[src/rtl/led_scan_arb.sv]
// led_scan_arb: two-source display arbiter with hold-off, driving an
// 8-digit multiplexed 7-segment display (all outputs active-low).
module led_scan_arb #(
  parameter int unsigned SCAN_DIV = 100000,
  parameter int unsigned HOLD_CYC = 50000000
) (
  input  logic        clk,
  input  logic        rst_n,
  input  logic        req_a,
  input  logic [31:0] data_a,
  output logic        ack_a,
  input  logic        req_b,
  input  logic [31:0] data_b,
  output logic        ack_b,
  output logic [7:0]  led_en,
  output logic [6:0]  led_seg,
  output logic        led_dp,
  output logic [1:0]  owner
);

  localparam int unsigned SCAN_W = (SCAN_DIV > 1) ? $clog2(SCAN_DIV) : 1;
  localparam int unsigned HOLD_W = (HOLD_CYC > 1) ? $clog2(HOLD_CYC) : 1;
  localparam logic [SCAN_W-1:0] SCAN_LAST = SCAN_W'(SCAN_DIV - 1);
  localparam logic [HOLD_W-1:0] HOLD_LAST = HOLD_W'(HOLD_CYC - 1);

  // State encoding doubles as the owner code.
  typedef enum logic [1:0] {
    IDLE   = 2'b00,
    HOLD_A = 2'b01,
    HOLD_B = 2'b10
  } state_e;

  typedef enum logic {
    SRC_A = 1'b0,
    SRC_B = 1'b1
  } src_e;

  state_e            state_q, state_d;
  src_e              last_q, last_d;
  logic              ack_a_q, ack_a_d;
  logic              ack_b_q, ack_b_d;
  logic [31:0]       disp_q, disp_d;
  logic [HOLD_W-1:0] hold_q, hold_d;
  logic [SCAN_W-1:0] scan_q, scan_d;
  logic [2:0]        idx_q, idx_d;
  logic [7:0]        led_en_q, led_en_d;
  logic [6:0]        led_seg_q, led_seg_d;
  logic              led_dp_q, led_dp_d;

  // Hex digit to active-low {ca..cg} segment pattern.
  function automatic logic [6:0] seg_decode(input logic [3:0] nib);
    logic [6:0] s;
    s = 7'b1111111;
    case (nib)
      4'h0: s = 7'b0000001;
      4'h1: s = 7'b1001111;
      4'h2: s = 7'b0010010;
      4'h3: s = 7'b0000110;
      4'h4: s = 7'b1001100;
      4'h5: s = 7'b0100100;
      4'h6: s = 7'b0100000;
      4'h7: s = 7'b0001111;
      4'h8: s = 7'b0000000;
      4'h9: s = 7'b0000100;
      4'hA: s = 7'b0001000;
      4'hB: s = 7'b1100000;
      4'hC: s = 7'b0110001;
      4'hD: s = 7'b1000010;
      4'hE: s = 7'b0110000;
      4'hF: s = 7'b0111000;
    endcase
    return s;
  endfunction

  // Arbitration: grants, same-owner refreshes, hold counter and capture.
  always_comb begin
    logic va, vb, grant_a, grant_b, refresh_a, refresh_b, hold_last;
    state_d   = state_q;
    last_d    = last_q;
    ack_a_d   = 1'b0;
    ack_b_d   = 1'b0;
    disp_d    = disp_q;
    hold_d    = hold_q;
    grant_a   = 1'b0;
    grant_b   = 1'b0;
    refresh_a = 1'b0;
    refresh_b = 1'b0;
    // A request seen while its ack is out belongs to the capture just made.
    va        = req_a & ~ack_a_q;
    vb        = req_b & ~ack_b_q;
    hold_last = (hold_q == HOLD_LAST);

    case (state_q)
      IDLE: begin
        if (va && vb) begin
          if (last_q == SRC_B) grant_a = 1'b1;
          else                 grant_b = 1'b1;
        end else if (va) begin
          grant_a = 1'b1;
        end else if (vb) begin
          grant_b = 1'b1;
        end
      end
      HOLD_A: begin
        hold_d = hold_last ? hold_q : hold_q + HOLD_W'(1);
        if (vb && hold_last) grant_b   = 1'b1;
        else if (va)         refresh_a = 1'b1;
      end
      HOLD_B: begin
        hold_d = hold_last ? hold_q : hold_q + HOLD_W'(1);
        if (va && hold_last) grant_a   = 1'b1;
        else if (vb)         refresh_b = 1'b1;
      end
      default: state_d = IDLE;
    endcase

    if (grant_a) begin
      state_d = HOLD_A;
      last_d  = SRC_A;
      hold_d  = '0;
    end
    if (grant_b) begin
      state_d = HOLD_B;
      last_d  = SRC_B;
      hold_d  = '0;
    end
    if (grant_a || refresh_a) begin
      disp_d  = data_a;
      ack_a_d = 1'b1;
    end
    if (grant_b || refresh_b) begin
      disp_d  = data_b;
      ack_b_d = 1'b1;
    end
  end

  // Digit scan: dwell counter, digit index and registered display drive.
  always_comb begin
    logic scan_last;
    scan_last = (scan_q == SCAN_LAST);
    scan_d    = scan_last ? '0 : scan_q + SCAN_W'(1);
    idx_d     = scan_last ? idx_q + 3'd1 : idx_q;
    led_en_d  = ~(8'h01 << idx_q);
    led_seg_d = seg_decode(disp_q[{idx_q, 2'b00} +: 4]);
    led_dp_d  = ~((idx_q == 3'd0) && (state_q == HOLD_B));
  end

  // All state, asynchronously cleared.
  always_ff @(posedge clk or negedge rst_n) begin
    if (!rst_n) begin
      state_q   <= IDLE;
      last_q    <= SRC_B;
      ack_a_q   <= 1'b0;
      ack_b_q   <= 1'b0;
      disp_q    <= '0;
      hold_q    <= '0;
      scan_q    <= '0;
      idx_q     <= '0;
      led_en_q  <= '1;
      led_seg_q <= '1;
      led_dp_q  <= 1'b1;
    end else begin
      state_q   <= state_d;
      last_q    <= last_d;
      ack_a_q   <= ack_a_d;
      ack_b_q   <= ack_b_d;
      disp_q    <= disp_d;
      hold_q    <= hold_d;
      scan_q    <= scan_d;
      idx_q     <= idx_d;
      led_en_q  <= led_en_d;
      led_seg_q <= led_seg_d;
      led_dp_q  <= led_dp_d;
    end
  end

  assign ack_a   = ack_a_q;
  assign ack_b   = ack_b_q;
  assign led_en  = led_en_q;
  assign led_seg = led_seg_q;
  assign led_dp  = led_dp_q;
  assign owner   = state_q;

endmodule
[config.mk]
export PLATFORM = sky130hd
export DESIGN_NAME = led_scan_arb
export DESIGN_NICKNAME = d
export VERILOG_FILES = /design/src/rtl/led_scan_arb.sv
export SDC_FILE = /design/constraint.sdc
export NUM_CORES = 1
export LEC_CHECK = 0
export CAP_MARGIN = 40
export CORE_MARGIN = 8
export CORE_UTILIZATION = 64
export DETAILED_ROUTE_END_ITERATION = 10
export DONT_BUFFER_PORTS = 1
export GPL_TIMING_DRIVEN = 0
export PLACE_DENSITY = 0.78
export SETUP_SLACK_MARGIN = 0.05
export SLEW_MARGIN = 10
export SYNTH_ARGS = -nofsm -noshare
export SYNTH_HDL_FRONTEND = slang
export SYNTH_SLANG_ARGS = --single-unit
export TNS_END_PERCENT = 50
[constraint.sdc]
create_clock -name clk -period 2.6 [get_ports clk]
set_input_delay 0.52 -clock clk [delete_from_list [all_inputs] [get_ports clk]]
set_output_delay 0.52 -clock clk [all_outputs]
set_load 0.05 [all_outputs]
==> results of run 1 <==
[metrics by stage]
step / utilization, % / cells
2_1_floorplan: - / 523
3_3_place_gp: 67.85 / 628
3_5_place_dp: 67.85 / 628
4_1_cts: 70.03 / 644
5_1_grt: 70.20 / 644
6_report: 70.23 / 645
[worst register-to-register path, stage by stage, from the launching register on]
cell and delay [ns]:
dfrtp_1 0.38, clkbuf_1 0.49, mux4_2 0.46, mux2i_4 0.29
inv_1 0.11, ha_1 0.27, a211oi_1 0.27, a31oi_1 0.08
[layer usage]
metal	vias to the layer above	track usage, %	part of all wire, %
met4	4	6.838	2.0
met1	2106	31.23	43
met5	-	0	0.20
met2	185	32.04	46
li1	1968	-	-
met3	32	7.793	9.1
[state kept, by name (all words and copies together), names as in the netlist]
| name | cells |
|---|---|
| led_dp | 1 |
| ack_b | 1 |
| led_en | 8 |
| hold_q | 26 |
| owner | 2 |
| scan_q | 17 |
| led_seg | 7 |
| disp_q | 32 |
| idx_q | 3 |
| ack_a | 1 |
| last_q | 1 |
[Yosys cell counts, types with 2 or more instances]
| library cell | n |
|---|---|
| o21ai_0 | 32 |
| or3_1 | 6 |
| o31a_1 | 2 |
| a31oi_1 | 33 |
| and4_1 | 5 |
| and3_1 | 7 |
| inv_1 | 15 |
| nand3_1 | 42 |
| buf_2 | 17 |
| o2111ai_1 | 5 |
| mux2_2 | 3 |
| dfstp_2 | 17 |
| or4_1 | 2 |
| nand4_1 | 12 |
| dfrtp_1 | 82 |
| o211ai_1 | 4 |
| mux4_2 | 8 |
| o22ai_1 | 3 |
| mux2i_1 | 6 |
| nor2_1 | 38 |
| a211oi_1 | 33 |
| clkbuf_1 | 8 |
| a21oi_1 | 8 |
| nor2b_1 | 5 |
| nor3_1 | 6 |
| o31ai_4 | 2 |
| xnor2_1 | 16 |
| a21o_1 | 2 |
| nand2b_1 | 2 |
| xor2_1 | 19 |
| nor4_1 | 2 |
| o21ai_1 | 5 |
| nand3_2 | 2 |
| buf_6 | 5 |
| and2_1 | 5 |
| nand2_1 | 22 |
| ha_1 | 17 |
| o31ai_1 | 3 |
| buf_4 | 3 |
[kinds of logic (layout without fill, tap and decap cells)]
logic type | count (synthesis) | count (layout) | synth area share (%)
other | 0 | 1 | 0
muxes | 18 | 18 | 5.447
adders and majority gates | 17 | 17 | 3.907
DFF | 99 | 99 | 45.90
AOI/OAI and AO/OA | 140 | 140 | 17.95
xor gates and xnor gates | 35 | 35 | 5.631
buffers and inverters | 50 | 66 | 4.757
and+or+nand+nor | 164 | 164 | 16.41
[path summary, 6_finish.rpt]
check	slack, ns	depth (start not counted)	endpoint
max in group asynchronous	2.56	0	last_q
worst max register to register	0.18	7	led_seg[3]
min in group clk	0.32	2	disp_q[29]
worst min-delay path	-0.16	0	scan_q[13]
worst min register to register	0.50	1	scan_q[14]
worst max-delay path	0.18	7	led_seg[3]
[power by group through the flow]
| stage | logic (mW) | registers, mW | clock network, mW |
|---|---|---|---|
| floorplan | 0.205 | 1.80 | 0 |
| global placement | 0.239 | 1.82 | 0 |
| detailed placement | 0.252 | 1.82 | 0 |
| CTS | 0.254 | 1.79 | 0.922 |
| global route | 0.292 | 1.80 | 0.990 |
| finish | 0.261 | 1.80 | 0.899 |
[layout make-up]
type                    instances  area [um^2]
plain buffers                  34        200.2
multi-input cells             374         2703
clock buffers                  13        148.9
clock inverters                 3        23.77
diodes                          1        2.502
well taps                     105        131.4
flip-flops and latches         99         2501
fillers                       633         2446
inverters                      16        60.06
[timing repair]
item,4_1_cts,5_1_grt
setup endpoints to repair,8,8
endpoints found under the hold margin,99,99
resized for setup,3,4
==> flow_summary.ini, run 1 <==
[sta]
fin_skew_ns = 0.009725
slew_viol_final = 0
setup_tns_ns = 0
slew_headroom_pct = 58.59
grt_setup_unrepaired = yes
setup_violations = 0
timing.final.ws_setup_ns = 0.1753
post-route-period-util_pct = 93.26
fin_crit_ns = 2.425
hold_viol_final = 89
worst_slew_pin_slew_ns = 0.6211
fmax_mhz = 412.4
holdWs_ns = -0.1645

[synth]
synth_edf_count = 0
synthesis.nets = 608
synth-async-reset-ratio_pct = 100.0
yosys-top-cells-area = dfrtp_1, dfstp_2, a211oi_1, ha_1, nand3_1
yosysUniqueCellTypes = 58
yosys.area.top_type = dfrtp_1
synth_area_mm2 = 0.005444
yosys_warnings = 0
ys_seq_area_share_pct = 45.90
synth_top_flop_cell = dfrtp_1
avgSynthCellArea_um2 = 10.41
synth_top_area_share_pct = 37.69
synthCells = 523
synth-seq-cells = 99

[clock_tree]
htree_num_levels = 3
postCtsSetupBuffers = 0
cts_tree = yes
cts-root-buf = clkbuf_8
cts.sinks = 99
insertion_delay_ns = 0.36
cts_buffer_depth = 2
clkSlewWorstSetupHoldPaths_ns = 0.09
cts-buffers-inserted = 9

[global_routing]
grt_antenna_before_repair = 2
grt_use_total_pct = 22.39
grt_pass1_wl_um = 20900
grt_pass1_vias = 4114
grt_max_degree = 100
gr-total-overflow = 0

[pwr]
p_seq_share_pct = 60.7
vdd_drop_max_v = 0.0003339
pwr_density_cell_mw_per_mm2 = 512.2
p_sw_mw = 0.8059
p_clk_share_pct = 30.4
switching_share_pct = 27.27
combPwrFrac_pct = 8.8
p_int_mw = 2.150
leakagePower_nw = 2.362
total_power_mw = 2.956

[routing]
vias = 4295
ant_nets = 0
vias_per_cell = 6.659
drt_iter0_drc = 316
drtPass1Iterations = 5
routed_wl_um = 13030
routedWlPerCell_um = 20.20
drc = 0

[critical_path]
crit_start = idx_q[1]
critPathRequiredTime_ns = 2.89
worstPathMaxFanout = 10
worstSetupPathType = register to register
crit_path_end_kind = register
cp-start-kind = register
path_cells = clkbuf_1 -> mux4_2 -> mux2i_4 -> inv_1 -> ha_1 -> a211oi_1 -> a31oi_1
crit_path_top_delay_cell = clkbuf_1
crit_buf_inv = 2
max_stage_delay_ns = 0.49
crit_family = multiplexers
cp.arrival_ns = 2.71
r2r-start = idx_q[1]

[run]
cap_violations = 0

[place]
place_hpwl_um = 9442
placed_cell_area_mm2 = 0.005575
dpl_worst_slack_ns = -0.04712
portBuffers = 0
gp_congestion = 0.8377

[cells_and_area]
layout_commonest_cell = dfrtp_1
most-common-layout-cells = dfrtp_1, nand3_1, nor2_1
finalNetCount = 619
fin_area_mm2 = 0.005771
drive_gt1_share_pct = 16.33
synthToLayoutAreaGrowth_pct = 5.999

[outcome]
violations = hold timing
status = finished, violations left

[floorplanning]
coreArea_mm2 = 0.008217
die_height_um = 108.2
dieWidth_um = 108.2
rows = 33
dieArea_mm2 = 0.01171
ios = 88
start_util_pct = 66.26

[min_path]
hp-class = input port to async pin
(Power assumes the default switching activity.)
==> run 2: changes to the inputs <==
Settings changed: CTS_BUF_LIST from default to sky130_fd_sc_hd__clkbuf_16.
==> run 2 against run 1 <==
Clock skew down 0.0030 ns. Combinational power up 11%. The run now ends clean. Largest cell class unchanged. Non-clock buffer count up 1. Register-to-register slack worse by 0.03 ns.
==> flow_summary.ini, run 2 (synthesis results as in run 1) <==
[outcome]
status = finished clean

[floorplanning]
coreArea_mm2 = 0.008217
die_height_um = 108.2
dieArea_mm2 = 0.01171
rows = 33
ios = 88
dieWidth_um = 108.2
start_util_pct = 66.26

[pwr]
vdd_drop_max_v = 0.0003878
pwr_density_cell_mw_per_mm2 = 557.1
leakagePower_nw = 2.428

[routing]
drt_iter0_drc = 373
drtPass1Iterations = 5
routedWlPerCell_um = 20.53
vias_per_cell = 6.647
vias = 4294
drc = 0
routed_wl_um = 13260
ant_nets = 0

[critical_path]
path_cells = nand2b_1 -> buf_2 -> o211ai_1 -> o31a_1 -> buf_4 -> buf_4 -> nand3_1 -> a31oi_1
critPathRequiredTime_ns = 2.82
path_common_cell = buf_4
worstPathMaxFanout = 10
max_stage_delay_ns = 0.56
cp.arrival_ns = 2.68
cp-start-kind = register
worstSetupPathType = register to register
crit_path_end_kind = register
crit_path_top_delay_cell = dfrtp_1

[cells_and_area]
layout_commonest_cell = dfrtp_1
most-common-layout-cells = dfrtp_1, nand3_1, nor2_1
top_register = disp_q
synthToLayoutAreaGrowth_pct = 8.182
top_regs = disp_q: 32 flops, hold_q: 26 flops, scan_q: 17 flops
finalNetCount = 620
fillerInstances = 614
drive_gt1_share_pct = 16.30
final_cells = 646
regArea_mm2 = 0.002501
multi_input_comb_area_mm2 = 0.002703
largest_register_ffs = 32

[global_routing]
grt_max_degree = 83
grt_pass1_wl_um = 21320
gr-total-overflow = 0
grt_pass1_vias = 4175
grt_antenna_before_repair = 1
grt_use_total_pct = 22.95

[sta]
hold_viol_final = 0
slew_viol_final = 0
post-route-period-util_pct = 94.46
setup_violations = 0
fin_skew_ns = 0.006711
grt_setup_unrepaired = yes
timing.final.ws_setup_ns = 0.1441
holdWs_ns = 0.02309
fin_crit_ns = 2.456
slew_headroom_pct = 59.77
fmax_mhz = 407.2
worst_slew_pin_slew_ns = 0.6034

[place]
gp_congestion = 0.8377
portBuffers = 0
dp_cells = 628
dpl_worst_slack_ns = -0.04712
place_hpwl_um = 9442

[min_path]
hp-class = input port to async pin

[clock_tree]
htree_num_levels = 3
cts-root-buf = clkbuf_16
insertion_delay_ns = 0.34
cts.sinks = 99
cts_tree = yes
cts_buffer_depth = 2
clkSlewWorstSetupHoldPaths_ns = 0.07
cts-buffers-inserted = 9

[run]
cap_violations = 0
-- run 2: cell count changes in the layout (fill, tap and decap cells not counted) --
cell	before	now
clkbuf_8	10	0
clkbuf_16	0	9
clkbuf_1	10	7
inv_1	15	18
buf_16	0	1
clkinv_1	0	1
-- run 2: worst max-delay path: cells and delay by family, from the launching register on --
family	cells	cell delay, ns
buf+inv	3	0.59
simple gates	2	0.36
compound gates	3	0.83
flops	1	0.56
-- run 2: metrics by stage --
step | utilization (%) | power [mW] | TNS (ns) | cell area, um^2
3_5_place_dp | 67.85 | 2.074 | -0.06493 | 5575
6_report | 71.68 | 3.281 | 0 | 5889
2_1_floorplan | - | 2.004 | 0 | 5444
4_1_cts | 71.48 | 3.299 | 0 | 5873
3_3_place_gp | 67.85 | 2.057 | -0.01089 | 5575
5_1_grt | 71.65 | 3.420 | 0 | 5887
-- run 2: final timing paths --
| check | slack [ns] | cells after the start | startpoint | end |
|---|---|---|---|---|
| worst max-delay path | 0.14 | 8 | ack_b | disp_q[4] |
| worst min-delay path | 0.02 | 0 | rst_n | led_dp |
| worst max register to register | 0.14 | 8 | ack_b | disp_q[4] |
| worst min register to register | 0.49 | 1 | scan_q[14] | scan_q[14] |
| max in group asynchronous | 2.18 | 1 | rst_n | owner[1] |
| min in group clk | 0.35 | 2 | data_a[29] | disp_q[29] |
-- run 2: routing by layer --
metal  global-route usage (%)  vias to the layer above  wire [um]
li1                         -                     1975          -
met4                    7.037                        2        236
met2                    33.17                      194       6067
met3                    7.912                       19       1227
met1                    31.76                     2104       5718
met5                        0                        -         12
-- run 2: what timing repair did --
item	in CTS	in global routing
hold endpoints to repair	82	0
buffers inserted	0	0
resized for setup	3	4
hold buffers	1	0
endpoints found under the setup margin	7	9
-- run 2: cell type report --
type | instances | area share, %
Antenna cell | 1 | 0.04249
Buffer | 34 | 3.399
Clock buffer | 9 | 3.824
Clock inverter | 7 | 0.6586
Inverter | 16 | 1.020
Multi-Input combinational cell | 374 | 45.89
Sequential cell | 99 | 42.47
Tap cell | 105 | 2.231
Timing Repair Buffer | 1 | 0.4674
-- run 2: power breakdown --
group	leakage, nW	switching, mW	internal [mW]
Clock	0.141	0.556	0.639
Combinational	1.17	0.166	0.123
Sequential	1.12	0.144	1.65
Total	2.43	0.866	2.41
